$ cat src/rtl/pc_sequenciador_if.sv
// pc_sequenciador_if -- bus between the PC sequencer and whoever drives it.
//
// Signals:
//   EscrevePC      : update enable (0 = stall, all sequencer state held)
//   modo           : next-PC operation select (SEQ/DESVIO/SALTO/CHAMADA/RETORNO)
//   valorEntradaPC : jump target or two's-complement branch offset
//   valorPC        : current PC (registered)
//   ocupacao       : number of valid return-stack entries (registered)
//   pilhaVazia     : return stack empty
//   pilhaCheia     : return stack full
//   erroPilha      : sticky overflow/underflow flag
//
// Modports: master drives the controls and observes state; slave is the sequencer.
interface pc_sequenciador_if #(
  parameter int LARGURA    = 8,
  parameter int PROF_PILHA = 4
);
  localparam int OCW = $clog2(PROF_PILHA + 1);

  logic               EscrevePC;
  logic [2:0]         modo;
  logic [LARGURA-1:0] valorEntradaPC;
  logic [LARGURA-1:0] valorPC;
  logic [OCW-1:0]     ocupacao;
  logic               pilhaVazia;
  logic               pilhaCheia;
  logic               erroPilha;

  modport master (
    output EscrevePC, modo, valorEntradaPC,
    input  valorPC, ocupacao, pilhaVazia, pilhaCheia, erroPilha
  );

  modport slave (
    input  EscrevePC, modo, valorEntradaPC,
    output valorPC, ocupacao, pilhaVazia, pilhaCheia, erroPilha
  );
endinterface

$ cat src/rtl/pc_sequenciador.sv
// pc_sequenciador -- program-counter sequencer with a return-address stack.
//
// Each enabled rising edge applies one operation:
//   000 SEQ      PC <= PC + PASSO
//   001 DESVIO   PC <= PC + offset (two's complement)
//   010 SALTO    PC <= target
//   011 CHAMADA  push PC + PASSO, PC <= target (overflow: nothing moves, error set)
//   100 RETORNO  PC <= top of stack, pop       (underflow: nothing moves, error set)
//   101-111      no operation
// All arithmetic wraps modulo 2^LARGURA silently.
//
// Ports:
//   clock : rising-edge clock
//   reset : synchronous active-high reset (PC <= VETOR_RESET, stack emptied, error cleared)
//   bus   : pc_sequenciador_if.slave (controls in, PC/stack status out)
module pc_sequenciador #(
  parameter int                 LARGURA     = 8,
  parameter int                 PASSO       = 1,
  parameter int                 PROF_PILHA  = 4,
  parameter logic [LARGURA-1:0] VETOR_RESET = '0
) (
  input  logic                    clock,
  input  logic                    reset,
  pc_sequenciador_if.slave        bus
);
  localparam int OCW = $clog2(PROF_PILHA + 1);
  localparam int IW  = (PROF_PILHA > 1) ? $clog2(PROF_PILHA) : 1;

  localparam logic [LARGURA-1:0] PASSO_V = LARGURA'(PASSO);
  localparam logic [OCW-1:0]     CHEIA_V = OCW'(PROF_PILHA);
  localparam logic [OCW-1:0]     UM      = OCW'(1);

  localparam logic [2:0] OP_SEQ     = 3'b000;
  localparam logic [2:0] OP_DESVIO  = 3'b001;
  localparam logic [2:0] OP_SALTO   = 3'b010;
  localparam logic [2:0] OP_CHAMADA = 3'b011;
  localparam logic [2:0] OP_RETORNO = 3'b100;

  logic [LARGURA-1:0] pc_q, pc_d;
  logic [OCW-1:0]     ocup_q, ocup_d;
  logic               erro_q, erro_d;
  logic [LARGURA-1:0] pilha_q [PROF_PILHA];
  logic [LARGURA-1:0] pilha_d [PROF_PILHA];

  logic               vazia, cheia, push;
  logic [LARGURA-1:0] pc_mais_passo;
  logic [IW-1:0]      push_idx, topo_idx;
  logic [LARGURA-1:0] topo;

  assign vazia         = (ocup_q == '0);
  assign cheia         = (ocup_q == CHEIA_V);
  assign pc_mais_passo = pc_q + PASSO_V;

  // The stack grows upward: the next free slot is at index ocupacao, the
  // top at ocupacao-1. Both indices are only used when they are in range
  // (push only when not full, pop only when not empty).
  assign push_idx = IW'(ocup_q);
  assign topo_idx = IW'(ocup_q - UM);
  assign topo     = pilha_q[topo_idx];

  always_comb begin
    pc_d   = pc_q;
    ocup_d = ocup_q;
    erro_d = erro_q;
    push   = 1'b0;
    if (bus.EscrevePC) begin
      case (bus.modo)
        OP_SEQ:    pc_d = pc_mais_passo;
        // Unsigned modular add is identical to a two's-complement add here.
        OP_DESVIO: pc_d = pc_q + bus.valorEntradaPC;
        OP_SALTO:  pc_d = bus.valorEntradaPC;
        OP_CHAMADA: begin
          if (cheia) begin
            erro_d = 1'b1;
          end else begin
            push   = 1'b1;
            ocup_d = ocup_q + UM;
            pc_d   = bus.valorEntradaPC;
          end
        end
        OP_RETORNO: begin
          if (vazia) begin
            erro_d = 1'b1;
          end else begin
            ocup_d = ocup_q - UM;
            pc_d   = topo;
          end
        end
        default: ;
      endcase
    end
  end

  // Stack storage is not reset: entries above ocupacao are never read.
  always_comb begin
    for (int i = 0; i < PROF_PILHA; i++) begin
      pilha_d[i] = (push && (push_idx == IW'(i))) ? pc_mais_passo : pilha_q[i];
    end
  end

  always_ff @(posedge clock) begin
    pilha_q <= pilha_d;
  end

  always_ff @(posedge clock) begin
    if (reset) begin
      pc_q   <= VETOR_RESET;
      ocup_q <= '0;
      erro_q <= 1'b0;
    end else begin
      pc_q   <= pc_d;
      ocup_q <= ocup_d;
      erro_q <= erro_d;
    end
  end

  assign bus.valorPC    = pc_q;
  assign bus.ocupacao   = ocup_q;
  assign bus.pilhaVazia = vazia;
  assign bus.pilhaCheia = cheia;
  assign bus.erroPilha  = erro_q;
endmodule

$ cat src/flat_wrapper.sv
// flat-port wrapper written by rule: the top's interface ports become plain ports
module pc_sequenciador_flat 
#(
  parameter int                 LARGURA     = 8,
  parameter int                 PASSO       = 1,
  parameter int                 PROF_PILHA  = 4,
  parameter logic [LARGURA-1:0] VETOR_RESET = '0
)
  (clock, reset, bus_EscrevePC, bus_modo, bus_valorEntradaPC, bus_valorPC, bus_ocupacao, bus_pilhaVazia, bus_pilhaCheia, bus_erroPilha);
  pc_sequenciador_if #(.LARGURA(LARGURA), .PROF_PILHA(PROF_PILHA)) bus_i ();
  input  logic clock;
  input  logic reset;
  input wire logic [$bits(bus_i.EscrevePC)-1:0] bus_EscrevePC;
  input wire logic [$bits(bus_i.modo)-1:0] bus_modo;
  input wire logic [$bits(bus_i.valorEntradaPC)-1:0] bus_valorEntradaPC;
  output wire logic [$bits(bus_i.valorPC)-1:0] bus_valorPC;
  output wire logic [$bits(bus_i.ocupacao)-1:0] bus_ocupacao;
  output wire logic [$bits(bus_i.pilhaVazia)-1:0] bus_pilhaVazia;
  output wire logic [$bits(bus_i.pilhaCheia)-1:0] bus_pilhaCheia;
  output wire logic [$bits(bus_i.erroPilha)-1:0] bus_erroPilha;
  assign bus_i.EscrevePC = bus_EscrevePC;
  assign bus_i.modo = bus_modo;
  assign bus_i.valorEntradaPC = bus_valorEntradaPC;
  assign bus_valorPC = bus_i.valorPC;
  assign bus_ocupacao = bus_i.ocupacao;
  assign bus_pilhaVazia = bus_i.pilhaVazia;
  assign bus_pilhaCheia = bus_i.pilhaCheia;
  assign bus_erroPilha = bus_i.erroPilha;
  pc_sequenciador #(.LARGURA(LARGURA), .PASSO(PASSO), .PROF_PILHA(PROF_PILHA), .VETOR_RESET(VETOR_RESET)) u_core (.clock(clock), .reset(reset), .bus(bus_i));
endmodule
$ cat config.mk
export PLATFORM = sky130hd
export DESIGN_NAME = pc_sequenciador_flat
export DESIGN_NICKNAME = d
export VERILOG_FILES = /design/src/rtl/pc_sequenciador_if.sv /design/src/rtl/pc_sequenciador.sv /design/src/flat_wrapper.sv
export SDC_FILE = /design/constraint.sdc
export NUM_CORES = 1
export LEC_CHECK = 0
export ABC_AREA = 1
export CAP_MARGIN = 15
export CORE_AREA = 2 2 81 83
export CTS_CLUSTER_SIZE = 24
export DETAILED_ROUTE_END_ITERATION = 7
export DIE_AREA = 0 0 83 85
export PLACE_DENSITY_LB_ADDON = 0.12
export SLEW_MARGIN = 30
export SYNTH_ARGS = -nofsm -noshare
export SYNTH_HDL_FRONTEND = slang
export SYNTH_SLANG_ARGS = --single-unit
$ cat constraint.sdc
create_clock -name clock -period 3.77 [get_ports clock]
set_clock_uncertainty 0.15 [all_clocks]
set_input_delay 0.377 -clock clock [delete_from_list [all_inputs] [get_ports clock]]
set_output_delay 0.377 -clock clock [all_outputs]
set_load 0.005 [all_outputs]
==> flow_summary.toml <==
[sta]
worst_pin_slew_ns = 0.681
setup_slack_ns = 1.09
slew_violations = 0
fin_crit_sh_pct = 71.0
slew_headroom_pct = 54.4
hold_viol = 0
min_period_ns = 2.68
final-setup-viol-count = 0
grt_setup_unrepaired = "false"
fin_setup_tns_ns = 0
fmax_mhz = 373

[worst_hold_path]
hold_path.startpoint = "u_core.bus.erroPilha"
min_path_type = "reg2reg"

[floorplan]
io_pins = 28
fp-row-count = 29
die_h_um = 85
coreArea_sq_mm = 0.00620
die_w_um = 83
initial_utilization_pct = 43.2
dieArea_sq_mm = 0.00706

[clock_tree]
clock_path_buffers = 2
clock-sinks = 44
root_buffer = "clkbuf_8"
cts-hold-fix-buffers = 0
post_cts_buffers = 0
post_cts_resized = 0
numCtsBuffers = 5
worst_skew_pair.late_latency_ns = 0.30
h-tree-depth = 2
cts_tree = "done"
clk_pin_slew_ns = 0.09

[global_route]
first_global_vias = 2124
grt_antenna_before_repair = 0
grt_max_degree = 23
grt_pass1_wl_um = 9820
grt-ovfl-total = 0
grt_usage_pct = 17.4

[route]
viasPerCell = 4.95
wirelength_um = 5920
drt_iter0_drc = 115
remaining_drc_errors = 0
ant_nets = 0
vias = 2155
first_pass_iters = 4
wire_per_inst_um = 13.6

[pwr]
power_switching_mw = 0.300
power_density_mw_per_mm2 = 353
sw_frac_of_total_pct = 27.0
p_int_mw = 0.809
pwr-share-clk_pct = 32.7
pwr-share-comb_pct = 18.4
ir_drop_mv = 0.171
power.leakage_nw = 1.32
pwr-share-seq_pct = 48.8

[synthesis]
ys_warn_count = 0
synth_fp_nets = 355
avgSynthCellArea_sq_um = 8.20
synthCells = 327
synth.ff_latch_count = 44
ys_seq_area_share_pct = 44.8
synth_cell_type_count = 32
mappedNetlistArea_sq_mm = 0.00268

[critical_path]
worstPathArrival_ns = 2.15
crit_chain = "buf_4 > inv_2 > ha_1 > inv_1 > nor2_1 > clkdlybuf4s50_1"
crit_start = "u_core.bus.ocupacao[0]"
startpoint_type = "flop"
slowest_delay_ns = 0.57
crit_buf_inv = 4
crit_path_end_kind = "output port"
crit_path_top_delay_cell = "clkdlybuf4s50_1"
r2r_start = "u_core.bus.ocupacao[0]"
path_max_fanout = 22
crit_family = "buffers and inverters"
crit_required_ns = 3.24
critical_path_class = "reg2out"

[finish]
syn_to_final_growth_pct = 17.1
antenna_cells = 0
final_common_cell = "nand2_1"
drive_gt1_share_pct = 9.78
fin_nets = 385
final_cell_mix = "nand2_1 (90), inv_1 (38), edfxtp_1 (32)"

[placement]
dpl_worst_slack_ns = 1.15
portBuffers = 27
place_hpwl_um = 4700
gp_congestion = 0.813

[run_status]
status = "complete, no violations"

[flow_run]
max_cap_violations = 0
-- Yosys cell counts --
cell type / count / share of area (%)
fa_1: 1 / 0.75
buf_2: 3 / 0.56
inv_2: 5 / 0.70
inv_1: 38 / 5.3
edfxtp_1: 32 / 36
dfxtp_1: 12 / 9.0
nand3_1: 21 / 3.9
xor2_1: 6 / 2.0
buf_4: 1 / 0.28
nor2_1: 31 / 4.3
a21oi_1: 21 / 3.9
o21ai_0: 12 / 2.2
a31oi_1: 1 / 0.23
nand2_2: 2 / 0.47
nor2_2: 4 / 0.93
nand2_1: 90 / 13
nand3b_1: 1 / 0.28
ha_1: 13 / 6.1
o22ai_1: 2 / 0.47
xnor2_1: 2 / 0.65
inv_6: 1 / 0.33
nand2_4: 5 / 2.1
o211ai_1: 1 / 0.28
or2_2: 1 / 0.23
a21oi_2: 4 / 1.3
nor3_1: 1 / 0.19
nor3b_1: 1 / 0.28
nor2_8: 3 / 2.2
nand4_1: 3 / 0.70
nor2_4: 1 / 0.42
buf_1: 1 / 0.14
o21ai_1: 7 / 1.3
-- worst register-to-register path: stages (launching register included) --
cell     delay, ns
dfxtp_1       0.31
buf_4         0.23
inv_2         0.18
ha_1          0.25
nand2_1       0.07
inv_1         0.09
nor3_1        0.19
nand2_1       0.16
nor2_1        0.56
-- registers in the layout, summed over array words and instances (netlist names) --
signal                cells
u_core.bus.erroPilha      1
u_core.bus.ocupacao       3
u_core.pilha_q           32
u_core.bus.valorPC        8
-- power groups by stage --
stage	Clock [mW]	Combinational [mW]	Sequential [mW]
2_1_floorplan	0	0.137	0.551
5_1_grt	0.386	0.231	0.544
3_5_place_dp	0	0.206	0.553
3_3_place_gp	0	0.204	0.553
4_1_cts	0.373	0.207	0.542
6_report	0.363	0.205	0.542
-- logic make-up (layout without fill, tap and decap cells) --
family / after synthesis / count (layout) / share of synthesized area (%)
xor+xnor: 8 / 8 / 2.61
buf+inv: 49 / 80 / 7.33
simple gates: 164 / 164 / 28.7
fa+ha+maj: 14 / 14 / 6.81
compound gates: 48 / 48 / 9.75
flops: 44 / 44 / 44.8
-- path summary, 6_finish.rpt --
check	endpoint	slack, ns	cells after the start
worst max-delay path	bus_pilhaVazia	1.09	6
worst min register to register	u_core.bus.erroPilha	0.33	2
worst min-delay path	u_core.bus.erroPilha	0.33	2
worst max register to register	u_core.pilha_q[2]	1.22	8
-- final cells by class --
cell class	count	area, sq um
clock buffer	5	68.8
clock inverter	3	42.5
fill	613	3060
inverter	44	170
multi-input combinational	234	1280
sequential	44	1200
tap	77	96.3
timing repair buffer	28	278
-- through the flow --
step | std cells | util, % | hold slack [ns] | total power [mW] | cell area (sq um)
after floorplan | 327 | - | 0.311 | 0.688 | 2680
after global placement | 427 | 48.8 | 0.308 | 0.757 | 3030
after detailed placement | 427 | 48.8 | 0.313 | 0.759 | 3030
after CTS | 435 | 50.6 | 0.334 | 1.12 | 3140
after global routing | 435 | 50.6 | 0.379 | 1.16 | 3140
final | 435 | 50.6 | 0.333 | 1.11 | 3140
-- routing by layer --
layer	GRT usage (%)	vias up	share of wire (%)
li1	-	1122	-
met1	21.2	984	46
met2	32.0	39	50
met3	2.82	10	3.0
met4	4.92	0	1.6
met5	0	-	0
Power figures use the tool's default switching activity.
